<file path="src/rtl/shift_deserializer_if.sv">
// Handshake and data bundle between the serial bit source, the deserializer and the word consumer.
interface shift_deserializer_if #(
  parameter int W  = 8,
  parameter int CW = $clog2(W)
);
  logic          enable;
  logic          shiftin;
  logic          restart;
  logic [W-1:0]  q;
  logic          q_valid;
  logic          q_ready;
  logic          overflow;
  logic          ovf_clr;
  logic [CW-1:0] bit_count;

  modport master (
    output enable, shiftin, restart, q_ready, ovf_clr,
    input  q, q_valid, overflow, bit_count
  );

  modport slave (
    input  enable, shiftin, restart, q_ready, ovf_clr,
    output q, q_valid, overflow, bit_count
  );
endinterface

</file>
<file path="src/rtl/shift_deserializer.sv">
// Serial-in/parallel-out receiver: assembles SHIFT_WIDTH-bit words and presents them on a
// one-deep valid/ready register; words completing while that register is full are dropped.
module shift_deserializer #(
  parameter int SHIFT_WIDTH     = 8,
  parameter     SHIFT_DIRECTION = "LEFT",
  parameter int CW              = $clog2(SHIFT_WIDTH)
) (
  input logic                 clock,
  input logic                 sclr,
  shift_deserializer_if.slave bus
);
  localparam bit            IS_LEFT = (SHIFT_DIRECTION == "LEFT");
  localparam logic [CW-1:0] LAST    = CW'(SHIFT_WIDTH - 1);

  logic [SHIFT_WIDTH-1:0] sreg_q, sreg_d, shifted;
  logic [SHIFT_WIDTH-1:0] q_q, q_d;
  logic [CW-1:0]          cnt_q, cnt_d;
  logic                   qv_q, qv_d;
  logic                   ovf_q, ovf_d;
  logic                   complete;

  always_comb begin
    sreg_d   = sreg_q;
    cnt_d    = cnt_q;
    q_d      = q_q;
    qv_d     = qv_q;
    ovf_d    = ovf_q;
    complete = 1'b0;
    shifted  = IS_LEFT ? {sreg_q[SHIFT_WIDTH-2:0], bus.shiftin}
                       : {bus.shiftin, sreg_q[SHIFT_WIDTH-1:1]};

    if (bus.restart) begin
      sreg_d = '0;
      cnt_d  = '0;
    end else if (bus.enable) begin
      sreg_d = shifted;
      if (cnt_q == LAST) begin
        cnt_d    = '0;
        complete = 1'b1;
      end else begin
        cnt_d = cnt_q + CW'(1);
      end
    end

    // Output-register handling runs regardless of restart; a drop beats ovf_clr.
    if (bus.ovf_clr) ovf_d = 1'b0;
    if (complete) begin
      if (!qv_q || bus.q_ready) begin
        q_d  = shifted;
        qv_d = 1'b1;
      end else begin
        ovf_d = 1'b1;
      end
    end else if (qv_q && bus.q_ready) begin
      qv_d = 1'b0;
    end
  end

  always_ff @(posedge clock) begin
    if (sclr) begin
      sreg_q <= '0;
      cnt_q  <= '0;
      q_q    <= '0;
      qv_q   <= 1'b0;
      ovf_q  <= 1'b0;
    end else begin
      sreg_q <= sreg_d;
      cnt_q  <= cnt_d;
      q_q    <= q_d;
      qv_q   <= qv_d;
      ovf_q  <= ovf_d;
    end
  end

  assign bus.q         = q_q;
  assign bus.q_valid   = qv_q;
  assign bus.overflow  = ovf_q;
  assign bus.bit_count = cnt_q;
endmodule

</file>
<file path="src/flat_wrapper.sv">
// flat-port wrapper written by rule: the top's interface ports become plain ports
module shift_deserializer_flat 
#(
  parameter int SHIFT_WIDTH     = 8,
  parameter     SHIFT_DIRECTION = "    ",
  parameter int CW              = $clog2(SHIFT_WIDTH)
)
  (clock, sclr, bus_enable, bus_shiftin, bus_restart, bus_q_ready, bus_ovf_clr, bus_q, bus_q_valid, bus_overflow, bus_bit_count);
  shift_deserializer_if #(.W((8)), .CW(CW)) bus_i ();
  input logic clock;
  input logic sclr;
  input wire logic [$bits(bus_i.enable)-1:0] bus_enable;
  input wire logic [$bits(bus_i.shiftin)-1:0] bus_shiftin;
  input wire logic [$bits(bus_i.restart)-1:0] bus_restart;
  input wire logic [$bits(bus_i.q_ready)-1:0] bus_q_ready;
  input wire logic [$bits(bus_i.ovf_clr)-1:0] bus_ovf_clr;
  output wire logic [$bits(bus_i.q)-1:0] bus_q;
  output wire logic [$bits(bus_i.q_valid)-1:0] bus_q_valid;
  output wire logic [$bits(bus_i.overflow)-1:0] bus_overflow;
  output wire logic [$bits(bus_i.bit_count)-1:0] bus_bit_count;
  assign bus_i.enable = bus_enable;
  assign bus_i.shiftin = bus_shiftin;
  assign bus_i.restart = bus_restart;
  assign bus_i.q_ready = bus_q_ready;
  assign bus_i.ovf_clr = bus_ovf_clr;
  assign bus_q = bus_i.q;
  assign bus_q_valid = bus_i.q_valid;
  assign bus_overflow = bus_i.overflow;
  assign bus_bit_count = bus_i.bit_count;
  shift_deserializer #(.SHIFT_WIDTH(SHIFT_WIDTH), .SHIFT_DIRECTION(SHIFT_DIRECTION), .CW(CW)) u_core (.clock(clock), .sclr(sclr), .bus(bus_i));
endmodule
</file>
<file path="config.mk">
export PLATFORM = sky130hd
export DESIGN_NAME = shift_deserializer_flat
export DESIGN_NICKNAME = d
export VERILOG_FILES = /design/src/rtl/shift_deserializer_if.sv /design/src/rtl/shift_deserializer.sv /design/src/flat_wrapper.sv
export SDC_FILE = /design/constraint.sdc
export NUM_CORES = 1
export LEC_CHECK = 0
export ABC_AREA = 0
export BUFFER_PORTS_ARGS = -buffer_cell sky130_fd_sc_hd__buf_2
export CAP_MARGIN = 30
export CORE_MARGIN = 2
export CORE_UTILIZATION = 54
export DETAILED_ROUTE_END_ITERATION = 10
export PLACE_DENSITY_LB_ADDON = 0.3
export SYNTH_ARGS = -nofsm -noshare
export SYNTH_HDL_FRONTEND = slang
export SYNTH_SLANG_ARGS = --single-unit
</file>
<file path="constraint.sdc">
create_clock -name clock -period 3.15 [get_ports clock]
set_input_delay 0.315 -clock clock [delete_from_list [all_inputs] [get_ports clock]]
set_output_delay 0.315 -clock clock [all_outputs]
set_load 0.005 [all_outputs]
</file>
[After elaboration in Yosys (flattened, before gate mapping)]
Cells that the tools add are included.
Storage, ports and cells
  ROM bits: 0
  memory bits (writable): 0
  latch bits: 0
  output and inout bits: 13
  flip-flop bits (word level): 21
  input bits: 7
  memories kept: 0
Cells by class
  shift-type cells: 0
  reduce and logical (&&, ||, !) cells: 7
  eq/ne operators: 2
  $lt $le $gt $ge: 0
  multipliers: 0
  bitwise operators: 0
  add/subtract/negate cells: 1
  divide/modulo/power cells: 0
  muxes and demuxes: 10
Operators with widths (number)
  $mux W1: 9
  $reduce_and A2 Y1: 2
  $add A3 B1 Y3 const B: 1
  $eq A3 B3 Y1 const B: 1
  $mux W3: 1
  $ne A2 B2 Y1 const B: 1
  $reduce_bool A2 Y1: 1
  $reduce_or A2 Y1: 1
  $logic_and A1 B1 Y1: 1
  $logic_not A1 Y1: 1
  $logic_or A1 B1 Y1: 1

[Longest topological paths before layout]
Gate-level depths: netlist (run 1).
  depth after elaboration: 6
  mapped depth: 6

[Worst setup path before layout (run 1)]
No wires, ideal clock.
  path type: reg-to-reg
  start: register u_core.cnt_q[0] (netlist: u_core.bus.bit_count[0])
  end: register u_core.q_q[0] (netlist: u_core.bus.q[0])
  path slack: 1864 ps
  arrival time: 1215 ps
  cell stages (with the launch flop): 7
  period minus slack after synthesis: 1286 ps
  cell sequence: dfxtp_1 -> ha_1 -> ha_1 -> nand3b_4 -> nor2b_4 -> buf_6 -> mux2i_1
On the way
  word-level cells in the longest chain between the ends: 5
RTL lines
  from (decl): RTL line shift_deserializer.sv:17  | logic [CW-1:0] cnt_q, cnt_d;
  from (signal assigned): RTL line shift_deserializer.sv:68  | cnt_q <= cnt_d;
  $eq A3 B3 Y1: RTL line shift_deserializer.sv:37  | if (cnt_q == LAST) begin
  $mux W1: RTL line shift_deserializer.sv:37
  $mux W1: RTL line shift_deserializer.sv:35  | end else if (bus.enable) begin
  $mux W1: RTL line shift_deserializer.sv:32  | if (bus.restart) begin
  $reduce_and A2 Y1 (no source line)
  to (signal assigned): RTL line shift_deserializer.sv:69  | q_q <= q_d;
  to (decl): RTL line shift_deserializer.sv:16  | logic [SHIFT_WIDTH-1:0] q_q, q_d;
Every way passes these cells.
A chain may end at the register's enable or synchronous reset.

[Worst setup path after layout (run 1)]
Same ends and word-level chain as after synthesis.

==> run summary, run 1 <==
In this run the most critical hold path is launched from bus_shiftin. The aggregate negative setup slack is 0 ns. The largest total area in the synthesized netlist belongs to sky130_fd_sc_hd__dfxtp_1.

STA classifies the critical path startpoint as a flop. The hold buffer count at cts came out at 0. The global-route wire length before repair came out at 2130 microns. The total area inside the core boundary comes to 0.00149 sq mm. The kind of capture point of the worst setup path is a flop. The number of antenna violations at the first check in global routing is 0. The final worst-path cycle share is 45.8%.

The total placed instance area came out at 940 sq um. The synthesized cell area is 852 sq um. In the routed design, unresolved DRC markers number 0. The transition time at the pin with the least slew margin came out at 0.331 ns.

The launch instance of the worst register-to-register path is u_core.bus.bit_count[0]$_SDFFE_PP0P_. The number of different library cells used by synthesis comes to 18. The detailed-route via count is 540. The most numerous cell type found on the critical path is sky130_fd_sc_hd__ha_1. The number of detailed-routing iterations run before antenna repair came out at 3.

The via density per instance is 4.70. The height of the chip came out at 43.7 microns. The final net count is roughly 110. The clock reaches the later pin of the worst-skew pair after 0.30 ns. The overflow left after global routing is 0. The count of boundary I/O pins came out at 20.

By area the synthesized netlist is led by sky130_fd_sc_hd__dfxtp_1, sky130_fd_sc_hd__mux2i_1, sky130_fd_sc_hd__nand2b_1, sky130_fd_sc_hd__nor2_1, sky130_fd_sc_hd__ha_1. After clock tree synthesis, the clock-pin slew on the worst setup and hold paths is 0.12 ns. The data required time of the worst path came out at around 3.4 ns. Yosys mapped a number of flops with a built-in enable equal to 0. Among all cell types in the netlist, the one instantiated most often is sky130_fd_sc_hd__dfxtp_1.

Dividing the detail-routed wire length by the instance count gives 10.9 microns. No sink is reached through more buffers than the 2 on the longest clock path. The path with the worst hold slack has its endpoint at u_core.sreg_q[7]$_SDFFE_PP0P_.

The worst-case register-to-register setup slack is approximately 1.7 ns. The setup slack after layout came out at 1.71 ns. The worst register-to-register path ends at u_core.bus.q[0]$_SDFFE_PP0P_. The setup violation total in the final timing report is 0.

The max-slew violation count was 0. The number of buffers inserted during clock tree synthesis is 3. Setup repair after global routing left no endpoint under its margin. TritonCTS built the clock tree. 0 antenna diodes ended up in the layout. Across the run, the number of max-cap violations was 0. The via count of the first global-routing pass came out at between 500 and 600. In this run the worst setup path begins at u_core.bus.bit_count[0]$_SDFFE_PP0P_. The worst hold path passes through 3 cells. For this block, the initial DRC count from the detailed router was 4. The post-CTS setup-driven buffer insertion count came out at 0. The wire length after detailed routing is 1250 microns. In this run the number of H-tree levels came out at 1.

The sequential-to-total area share from yosys stat is 47.0%. The signal on the critical path passes through ha_1, ha_1, nand3b_4, nor2b_4, mux2i_1. By count the netlist is led by sky130_fd_sc_hd__dfxtp_1, sky130_fd_sc_hd__mux2i_1, sky130_fd_sc_hd__nand2b_1, sky130_fd_sc_hd__nor2_1. The dominant synthesized flop cell is sky130_fd_sc_hd__dfxtp_1. The synthesized net count came out at between 80 and 90.

The count of instances resized after the clock tree is built came out at 0. During synthesis, Yosys emitted a total of 0 warnings. The longest individual stage delay on the worst path came out at 0.39 ns. Power spread over the standard cell area amounts to 491 mW/mm^2. The area overhead of the layout relative to synthesis came out at 16.4%.

The total clock sinks came out at 20. The final hold violation count is 0. The area used by sequential logic in the layout came out at 400 sq um. The maximum vdd ir drop is 0.272 mV. The initial core utilization came out at 57.2%.

The largest net degree at the start of global routing came out at 20. The share of cells above drive strength 1 came out at 26.3%. The clock skew after layout came out at approximately 0.009 ns. Global routing used 15.0% of the available tracks across all layers. The leakage power came out at 0.455 nW. The critical-path maximum fanout is 8. The tightest min-delay check is of the input pin to flop type. The area of the die came out at 0.00191 sq mm. In this run the horizontal extent of the chip is 43.7 microns. The critical path arrival came out at 1.67 ns. The worst max-slew margin expressed relative to the limit is 77.9%. The final critical path time including I/O delays and setup is 1.44 ns. The number of port buffers is 19. The floorplan has 14 rows. The final weighted congestion in routability-driven placement is 0.691.

Among all stages on the critical path, the largest delay is contributed by sky130_fd_sc_hd__dfxtp_1. The final design utilization came out at 66.6%. The path depth of the worst reg2reg path is 5. The layout filler cell count is between 100 and 150. The flow ran to the end, and the final reports show no timing, DRC or antenna violations.

Summing all non-filler instances in the final layout gives an area of 992 sq um. The post-DP HPWL came out at 910 microns. Static timing analysis puts the maximum clock frequency at 0.694 GHz. After synthesis, the mean cell area works out to around 11 sq um. The remaining antenna violation count after routing came out at 0. Synthesis produced a netlist whose cell count is 80. The area occupied by multi-input gates came out at 417 sq um. The post-route worst hold slack is around 0.27 ns.

The share of flip-flops with an asynchronous set or reset is 0%. The class of the most critical setup path is flop to flop. The top cell type by area accounts for 47.0% of the synthesized area. The flip-flop and latch count after synthesis came out at 20. CTS placed an instance of sky130_fd_sc_hd__clkbuf_4 at the clock tree root. The placement-stage worst setup slack came out at around 1.7 ns.
-- per-stage QoR --
step / std cells / power [mW]
6_report: 115 / 0.487
5_1_grt: 115 / 0.503
4_1_cts: 115 / 0.493
3_5_place_dp: 111 / 0.284
3_3_place_gp: 111 / 0.283
2_1_floorplan: 80 / 0.277
-- worst max-delay path, delay by kind of cell, from the launching register on --
family	cells	cell delay (ns)
and+or+nand+nor	2	0.40
adders and majority gates	2	0.37
DFF	1	0.39
muxes	1	0.22
-- flip-flops by register name, indices dropped and copies added, names as in the netlist --
register,flops
u_core.bus.bit_count,3
u_core.bus.overflow,1
u_core.bus.q,8
u_core.bus.q_valid,1
u_core.sreg_q,7
-- metal layers --
metal / vias to the layer above / track usage [%] / share of wire (%)
li1: 300 / - / -
met2: 10 / 22.4 / 42
met4: 0 / 7.27 / 1.3
met5: - / 0 / 0
met1: 228 / 20.4 / 53
met3: 2 / 3.75 / 3.7
-- cells in the final DEF, fill, tap and decap left out, drive strengths merged --
| cell | Yosys | routed |
|---|---|---|
| bufinv | 0 | 1 |
| nand2b | 17 | 17 |
| inv | 2 | 2 |
| a21oi | 2 | 2 |
| o22ai | 1 | 1 |
| clkbuf | 1 | 3 |
| nand3b | 1 | 1 |
| buf | 3 | 19 |
| ha | 2 | 2 |
| mux2i | 17 | 17 |
| nor2 | 10 | 10 |
| dfxtp | 20 | 20 |
| or2 | 1 | 1 |
| nor3b | 1 | 1 |
| nor2b | 2 | 2 |
-- cell type report --
type                            count  share of cell area, %
Multi-Input combinational cell     54                   42.0
Clock inverter                      1                   3.03
Inverter                            2                  0.757
Clock buffer                        3                   2.27
Sequential cell                    20                   40.4
Tap cell                           16                   2.02
Timing Repair Buffer               19                   9.58
-- power by group --
part	switching (mW)	internal [mW]
sequential	0.00114	0.254
combinational	0.0107	0.0116
clock	0.0810	0.129
total	0.0928	0.394
-- cells by family (layout without fill, tap and decap cells) --
| logic type | count (synthesis) | in the layout | synth area share [%] |
|---|---|---|---|
| fa+ha+maj | 2 | 2 | 2.94 |
| simple gates | 32 | 32 | 24.1 |
| mux | 17 | 17 | 20.0 |
| compound gates | 3 | 3 | 1.91 |
| flops | 20 | 20 | 47.0 |
| buf+inv | 6 | 25 | 4.11 |
-- worst max path at each step --
stage,slack [ns],cells past startpoint,endpoint
after global routing,1.59,5,u_core.bus.q[7]$_SDFFE_PP0P_
after CTS,1.68,5,u_core.bus.q[7]$_SDFFE_PP0P_
after floorplan,1.86,6,u_core.bus.q[0]$_SDFFE_PP0P_
final,1.71,5,u_core.bus.q[0]$_SDFFE_PP0P_
after global placement,1.77,5,u_core.bus.q[5]$_SDFFE_PP0P_
after detailed placement,1.72,5,u_core.bus.q[5]$_SDFFE_PP0P_
Power figures use the tool's default switching activity.
==> run 2: changes to the inputs <==
--- a/config.mk
+++ b/config.mk
@@ -9,7 +9,7 @@
 export BUFFER_PORTS_ARGS = -buffer_cell sky130_fd_sc_hd__buf_2
 export CAP_MARGIN = 30
 export CORE_MARGIN = 2
-export CORE_UTILIZATION = 54
+export CORE_UTILIZATION = 50
 export DETAILED_ROUTE_END_ITERATION = 10
 export PLACE_DENSITY_LB_ADDON = 0.3
 export SYNTH_ARGS = -nofsm -noshare
==> constraint.sdc (replaced) <==
create_clock -name clock -period 1.4 [get_ports clock]
set_input_delay 0.14 -clock clock [delete_from_list [all_inputs] [get_ports clock]]
set_output_delay 0.14 -clock clock [all_outputs]
set_load 0.005 [all_outputs]
==> run 2 against run 1 <==
  * Core utilization up 1.8 points
  * Highest routed layer unchanged
  * Sequential power grew 130%
  * Cell count is 5.2% higher
  * Maximum frequency increased by 10%
  * First-iteration DRC count down 25%
  * Via count up 11%
  * Worst hold slack worse by 0.17 ns
  * Global-route usage rose by 1.2 points
  * Register-to-register slack got worse by 1.6 ns
  * Non-clock buffer count up 6
==> run summary, run 2 (synthesis results as in run 1) <==
The run finished with clean final reports. The critical-path maximum fanout is 8 (unchanged). The max-slew violation count came to 0 (unchanged). The layout filler cell count is 128 (-6.6%).

The maximum vdd ir drop came out at 0.645 mV (+140%). The share of cells above drive strength 1 came out at 34.3% (+8.0 points). The via density per instance came out at 4.93 (+5.1%).

The leakage power came to 0.482 nW (+6.1%). The clock skew after layout came out at 0.00933 ns (+0.000211 ns). The final weighted congestion in routability-driven placement is 0.764 (+11%). The number of detailed-routing iterations run before antenna repair is 4 (+1). The CTS tree is built. The max-capacitance violation count is 0 (unchanged). The final net count is 115 (+5.5%). The data required time of the worst path is 1.63 ns (-1.75 ns). In this run the critical register-to-register path is captured at u_core.bus.q[2]$_SDFFE_PP0P_. The post-DP HPWL is 1010 microns (+11%). The overall die width is 45.3 microns (+3.6%).

The area of the core region is 0.00156 sq mm (+4.7%). The transition time at the pin with the least slew margin is 0.310 ns (-0.0213 ns). The net load switching power came out at 0.209 mW (+130%).

The combinational power share is 5.3% (+0.7 points). The cell row count is 14 (unchanged). The area of all placed cells without fillers is 0.00107 sq mm (+7.6%). The final critical path time including I/O delays and setup came out at 1.31 ns (-0.135 ns).

The residual DRC count is 0 (unchanged). The clock network fraction of total power was 42.6% (-0.4 points). The slowest cell on the critical path is sky130_fd_sc_hd__dfxtp_2.

The destination of the critical timing path is u_core.bus.q[2]$_SDFFE_PP0P_. Leaving out fill and tap cells, the most frequent cell in the layout is sky130_fd_sc_hd__buf_2. The remaining antenna violation count after routing came out at 0 (unchanged). The class of the tightest hold or removal check is input pin to flop. The launch instance of the worst register-to-register path is u_core.bus.bit_count[1]$_SDFFE_PP0P_. The worst max-slew margin expressed relative to the limit was 79.3% (+1.4 points). The number of port buffers was 19 (unchanged). Setup repair after global routing left no endpoint under its margin. The violation count after the first detailed-route iteration is 3 (-1). The H-tree depth was 1 (unchanged). The number of antenna violations at the first check in global routing is 0 (unchanged). The wire length per cell after detailed routing was 12.4 microns (+14%).

The total clock sinks is 20 (unchanged). The buffer levels on the longest clock path is 2 (unchanged). The setup violation total in the final timing report is 0 (unchanged). From synthesis to final layout, the design area changed by 25.3%. The area used by sequential logic in the layout is 403 sq um (+0.62%). STA classifies the critical path startpoint as a flop.

The insertion delay of the later-clocked pin in the worst-skew pair is 0.30 ns (about the same). The critical path's top delay family is flip-flops. The largest net degree at the start of global routing came out at 13 (-35%). The area of the die is 0.00205 sq mm (+7.3%). The longest individual stage delay on the worst path is 0.36 ns (-0.03 ns). The post-route worst hold slack came out at 0.101 ns (-0.165 ns).

The critical path arrival is 1.53 ns (-0.14 ns). The aggregate negative setup slack came to 0 ns (unchanged). Traced cell by cell, the critical path runs through ha_2, ha_4, nand3b_4, nor2b_4, buf_12, mux2i_1. The global-route total usage across every layer is 16.2% (+1.2 points). The start point of the critical path is u_core.bus.bit_count[1]$_SDFFE_PP0P_. The area occupied by multi-input gates came out at 432 sq um (+3.6%).

The worst-case register-to-register setup slack came to 0.09 ns (-1.61 ns). The number of flip-flops in the largest register came out at 8 (unchanged). The hold buffer count at cts came out at 0 (unchanged).

The total placed instance area came out at 962 sq um (+2.4%). In the layout the commonest cells are sky130_fd_sc_hd__buf_2, sky130_fd_sc_hd__dfxtp_1, sky130_fd_sc_hd__mux2i_1, sky130_fd_sc_hd__nand2b_1, sky130_fd_sc_hd__nor2_1. In this run the clock root is driven by a sky130_fd_sc_hd__clkbuf_4. The switching part of the total power came to 18.9% (-0.096 points). The final hold violation count came out at 0 (unchanged). The via count of the first global-routing pass is 547 (+9.2%). The wire length after detailed routing came out at 1500 microns (+20%). The final design utilization came to 68.5% (+1.8 points). The worst setup path is captured at a flop. The cell count along the critical path came out at 6 (+1). The power density relative to cell area came out at 1030 mW/mm^2 (+110%). The placement-stage worst setup slack was -0.0115 ns (-1.74 ns).

The setup slack after layout came to 0.0936 ns (-1.61 ns). The overflow left after global routing came to 0 (unchanged). The final worst-path cycle share is 93.3% (+48 points). The count of buffering cells on the critical path with inverters included came out at 1 (+1).

The height of the chip is 45.3 microns (+3.6%). The class of the most critical setup path is flop to flop. The cell internal power dissipation is 0.893 mW (+130%). The global-route wire length before repair is 2330 microns (+9.4%). The fraction of power consumed by sequential logic came out at 52.1% (-0.3 points). The maximum clock rate is 0.765 GHz (+10%). The count of boundary I/O pins came out at 20 (unchanged).

The number of buffers inserted during clock tree synthesis came out at 3 (unchanged). The detailed-route via count came out at 597 (+11%). The antenna cell count is 0 (unchanged). The initial core utilization is 54.7% (-2.6 points). The clock edge transition at the registers on the reported setup and hold paths came out at 0.12 ns (about the same). The path depth of the worst reg2reg path came out at 6 (+1).
-- run 2: changes by cell type in the layout (fill, tap and decap cells not counted) --
cell,change
sky130_fd_sc_hd__buf_4,+5
sky130_fd_sc_hd__dfxtp_1,-2
sky130_fd_sc_hd__dfxtp_2,+2
sky130_fd_sc_hd__ha_1,-2
sky130_fd_sc_hd__buf_12,+1
sky130_fd_sc_hd__ha_2,+1
sky130_fd_sc_hd__ha_4,+1
-- run 2: layer usage --
metal | vias to the layer above | part of all wire [%] | wire length (microns) | global-route usage (%)
met1 | 275 | 45 | 670 | 19.5
met2 | 8 | 52 | 785 | 28.3
met4 | 0 | 0.60 | 9 | 7.06
li1 | 312 | - | - | -
met3 | 2 | 2.3 | 34 | 2.40
met5 | - | 0 | 0 | 0
-- run 2: cell type report --
class | count | share of cell area [%]
clock buffer | 3 | 2.11
tap | 16 | 1.88
clock inverter | 1 | 2.81
timing repair buffer | 25 | 14.3
inverter | 2 | 0.703
multi-input combinational | 54 | 40.4
sequential | 20 | 37.7
-- run 2: timing repair --
item,in CTS,in global routing
endpoints found under the setup margin,8,8
resized for setup,0,5
setup buffers,1,2
-- run 2: through the flow --
stage,cells,power (mW)
6_report,121,1.10
3_5_place_dp,114,0.644
5_1_grt,121,1.13
3_3_place_gp,114,0.644
4_1_cts,119,1.11
2_1_floorplan,80,0.623
-- run 2: worst min-delay path, delay by kind of cell --
family / cells / cell delay (ns)
multiplexers: 1 / 0.07
AND/OR/NAND/NOR: 1 / 0.08
buffers and inverters: 1 / 0.09
-- run 2: power groups by stage --
stage	clock (mW)	sequential (mW)	combinational (mW)
finish	0.469	0.574	0.0585
floorplan	0	0.587	0.0360
global route	0.493	0.575	0.0636
global placement	0	0.587	0.0572
CTS	0.475	0.574	0.0578
detailed placement	0	0.587	0.0577
-- run 2: worst min path at each step --
stage / startpoint / endpoint / slack, ns / cells past startpoint
6_report: bus_shiftin / u_core.sreg_q[7]$_SDFFE_PP0P_ / 0.10 / 3
5_1_grt: bus_shiftin / u_core.sreg_q[7]$_SDFFE_PP0P_ / 0.13 / 3
4_1_cts: bus_shiftin / u_core.bus.q[7]$_SDFFE_PP0P_ / 0.10 / 3
3_5_place_dp: bus_shiftin / u_core.sreg_q[7]$_SDFFE_PP0P_ / 0.42 / 3
3_3_place_gp: bus_shiftin / u_core.sreg_q[7]$_SDFFE_PP0P_ / 0.40 / 3
2_1_floorplan: bus_shiftin / u_core.sreg_q[7]$_SDFFE_PP0P_ / 0.29 / 2
==> run 3: changes to the inputs <==
--- a/config.mk
+++ b/config.mk
@@ -11,6 +11,7 @@
 export CORE_MARGIN = 2
 export CORE_UTILIZATION = 50
 export DETAILED_ROUTE_END_ITERATION = 10
+export MAX_ROUTING_LAYER = met4
 export PLACE_DENSITY_LB_ADDON = 0.3
 export SYNTH_ARGS = -nofsm -noshare
 export SYNTH_HDL_FRONTEND = slang
==> run 3 against run 2 <==
  * Worst setup slack unchanged
  * Global-route usage increased by 0.48 points
  * Sequential cell count unchanged
  * Core utilization unchanged
  * Cell area unchanged
  * Sequential share of layout area unchanged
  * Via count unchanged
  * Sequential power about the same
  * Power unchanged
  * Largest power group unchanged
==> run summary, run 3 (synthesis results as in run 1) <==
The run finished with clean final reports. The global-route total usage across every layer came out at 16.7% (+0.48 points). The H-tree depth came to 1 (unchanged).

The overflow left after global routing came out at 0 (unchanged). The count of boundary I/O pins came to 20 (unchanged). The longest individual stage delay on the worst path is 0.36 ns (about the same). The slowest stage of the critical path is the sky130_fd_sc_hd__dfxtp_2 cell. The transition time at the pin with the least slew margin came to 0.310 ns (unchanged). The detailed-route via count is 597 (unchanged). The initial core utilization came out at 54.7% (unchanged). The filler-free cell count of the finished design is 121 (unchanged). The critical path arrival came to 1.53 ns (about the same).

The tightest min-delay check is of the input pin to flop type. Setup repair after global routing left no endpoint under its margin. The maximum vdd ir drop is 0.645 mV (about the same).

The max-slew violation count is 0 (unchanged). The violation count after the first detailed-route iteration is 3 (unchanged). The via count of the first global-routing pass is 547 (unchanged). The clock skew after layout is 0.00932 ns (-0.00000236 ns). The final weighted congestion in routability-driven placement is 0.774 (+1.3%). The insertion delay of the later-clocked pin in the worst-skew pair came out at 0.30 ns (about the same). The hold buffer count at cts is 0 (unchanged). The area of the core region is 0.00156 sq mm (unchanged).

The data required time of the worst path came out at 1.63 ns (about the same). The final worst-path cycle share came out at 93.3% (unchanged). The wire length after detailed routing is 1500 microns (unchanged).

The setup violation total in the final timing report came out at 0 (unchanged). The area of the die came to 0.00205 sq mm (unchanged). The leakage power was 0.482 nW (unchanged). Leaving out fill and tap cells, the most frequent cell in the layout is sky130_fd_sc_hd__buf_2. The final hold violation count is 0 (unchanged). The clock edge transition at the registers on the reported setup and hold paths came out at 0.12 ns (about the same). The post-route worst hold slack came out at 0.101 ns (+0.00000700 ns). The via density per instance is 4.93 (unchanged).

The maximum clock rate came to 0.765 GHz (unchanged). The worst setup path is of the flop to flop kind. The final critical path time including I/O delays and setup is 1.31 ns (unchanged). The hold path depth is 3 (unchanged).

The residual DRC count is 0 (unchanged). The post-DP HPWL came out at 1010 microns (unchanged). TritonCTS built the clock tree.

The largest net degree at the start of global routing came to 13 (unchanged). The cell sitting at the root of the clock tree is a sky130_fd_sc_hd__clkbuf_4. The number of cells in the design after placement came out at 114 (unchanged).

The number of detailed-routing iterations run before antenna repair came to 4 (unchanged). The path depth of the worst reg2reg path is 6 (unchanged). The height of the chip came out at 45.3 microns (unchanged).

The critical-path maximum fanout is 8 (unchanged). The wire length per cell after detailed routing is 12.4 microns (unchanged). The number of flip-flops in the largest register is 8 (unchanged). The buffer levels on the longest clock path is 2 (unchanged). The remaining antenna violation count after routing is 0 (unchanged). The total clock sinks came out at 20 (unchanged). The number of antenna violations at the first check in global routing is 0 (unchanged). The number of port buffers was 19 (unchanged).

The area overhead of the layout relative to synthesis came out at 25.3% (unchanged). The max-capacitance violation count came out at 0 (unchanged). The worst max-slew margin expressed relative to the limit is 79.3% (unchanged).

The total power of the final layout came out at 1.10 mW (unchanged). The area of all placed cells without fillers came out at 0.00107 sq mm (unchanged). The signal on the critical path passes through ha_2, ha_4, nand3b_4, nor2b_4, buf_12, mux2i_1. Leaving out fill and tap cells, the most frequent cells in the layout are sky130_fd_sc_hd__buf_2, sky130_fd_sc_hd__dfxtp_1, sky130_fd_sc_hd__mux2i_1, sky130_fd_sc_hd__nand2b_1, sky130_fd_sc_hd__nor2_1. The global-route wire length before repair is 2320 microns (-0.30%).

The cell row count is 14 (unchanged). The antenna cell count is 0 (unchanged). The power density relative to cell area came out at 1030 mW/mm^2 (unchanged). STA classifies the critical path endpoint as a flop. The final net count came out at 115 (unchanged). The total placed instance area was 962 sq um (unchanged).

The share of cells above drive strength 1 came out at 34.3% (unchanged). The number of buffers inserted during clock tree synthesis came out at 3 (unchanged). The sort of element at the start of the critical path is a flop.

The overall die width came out at 45.3 microns (unchanged).
## run 3: cell counts in the layout (fill, tap and decap cells not counted)
No cell type changed its count.
## run 3: routing by layer
layer / GRT usage [%] / wire length, microns / vias to the layer above
li1: - / - / 312
met1: 19.5 / 670 / 275
met2: 28.3 / 785 / 8
met3: 2.40 / 34 / 2
met4: 7.06 / 9 / 0
met5: - / 0 / -
## run 3: worst paths after layout
check | slack (ns) | start | to
setup / recovery | 0.09 | u_core.bus.bit_count[1]$_SDFFE_PP0P_ | u_core.bus.q[2]$_SDFFE_PP0P_
hold / removal | 0.10 | bus_shiftin | u_core.sreg_q[7]$_SDFFE_PP0P_
setup reg to reg | 0.09 | u_core.bus.bit_count[1]$_SDFFE_PP0P_ | u_core.bus.q[2]$_SDFFE_PP0P_
hold reg to reg | 0.48 | u_core.bus.q[4]$_SDFFE_PP0P_ | u_core.bus.q[4]$_SDFFE_PP0P_
## run 3: power breakdown
part           total (mW)  internal, mW  switching, mW  leakage, nW
Combinational      0.0585        0.0318         0.0268        0.292
Sequential          0.574         0.572        0.00215        0.162
Clock               0.469         0.289          0.180       0.0279
## run 3: per-stage QoR
| stage | TNS, ns | setup WS, ns | util, % |
|---|---|---|---|
| floorplan | 0 | 0.114 | - |
| global placement | 0 | 0.0507 | 61.7 |
| detailed placement | -0.0179 | -0.0115 | 61.7 |
| CTS | 0 | 0.0290 | 66.4 |
| global route | 0 | 0.00942 | 68.5 |
| finish | 0 | 0.0936 | 68.5 |
## run 3: cell type report
class / instances / area [sq um]
fill: 128 / 492
multi-input combinational: 54 / 432
tap: 16 / 20.0
sequential: 20 / 403
clock buffer: 3 / 22.5
inverter: 2 / 7.51
clock inverter: 1 / 30.0
timing repair buffer: 25 / 153
## run 3: worst max-delay path: cells and delay by family (launching register included)
| family | cells | cell delay [ns] |
|---|---|---|
| flops | 1 | 0.36 |
| fa+ha+maj | 2 | 0.33 |
| simple gates | 2 | 0.23 |
| mux | 1 | 0.19 |
| buf+inv | 1 | 0.14 |
## run 3: repair_timing
item                       in CTS  in global routing
resized for setup               0                  5
setup buffers                   1                  2
setup endpoints to repair       8                  8
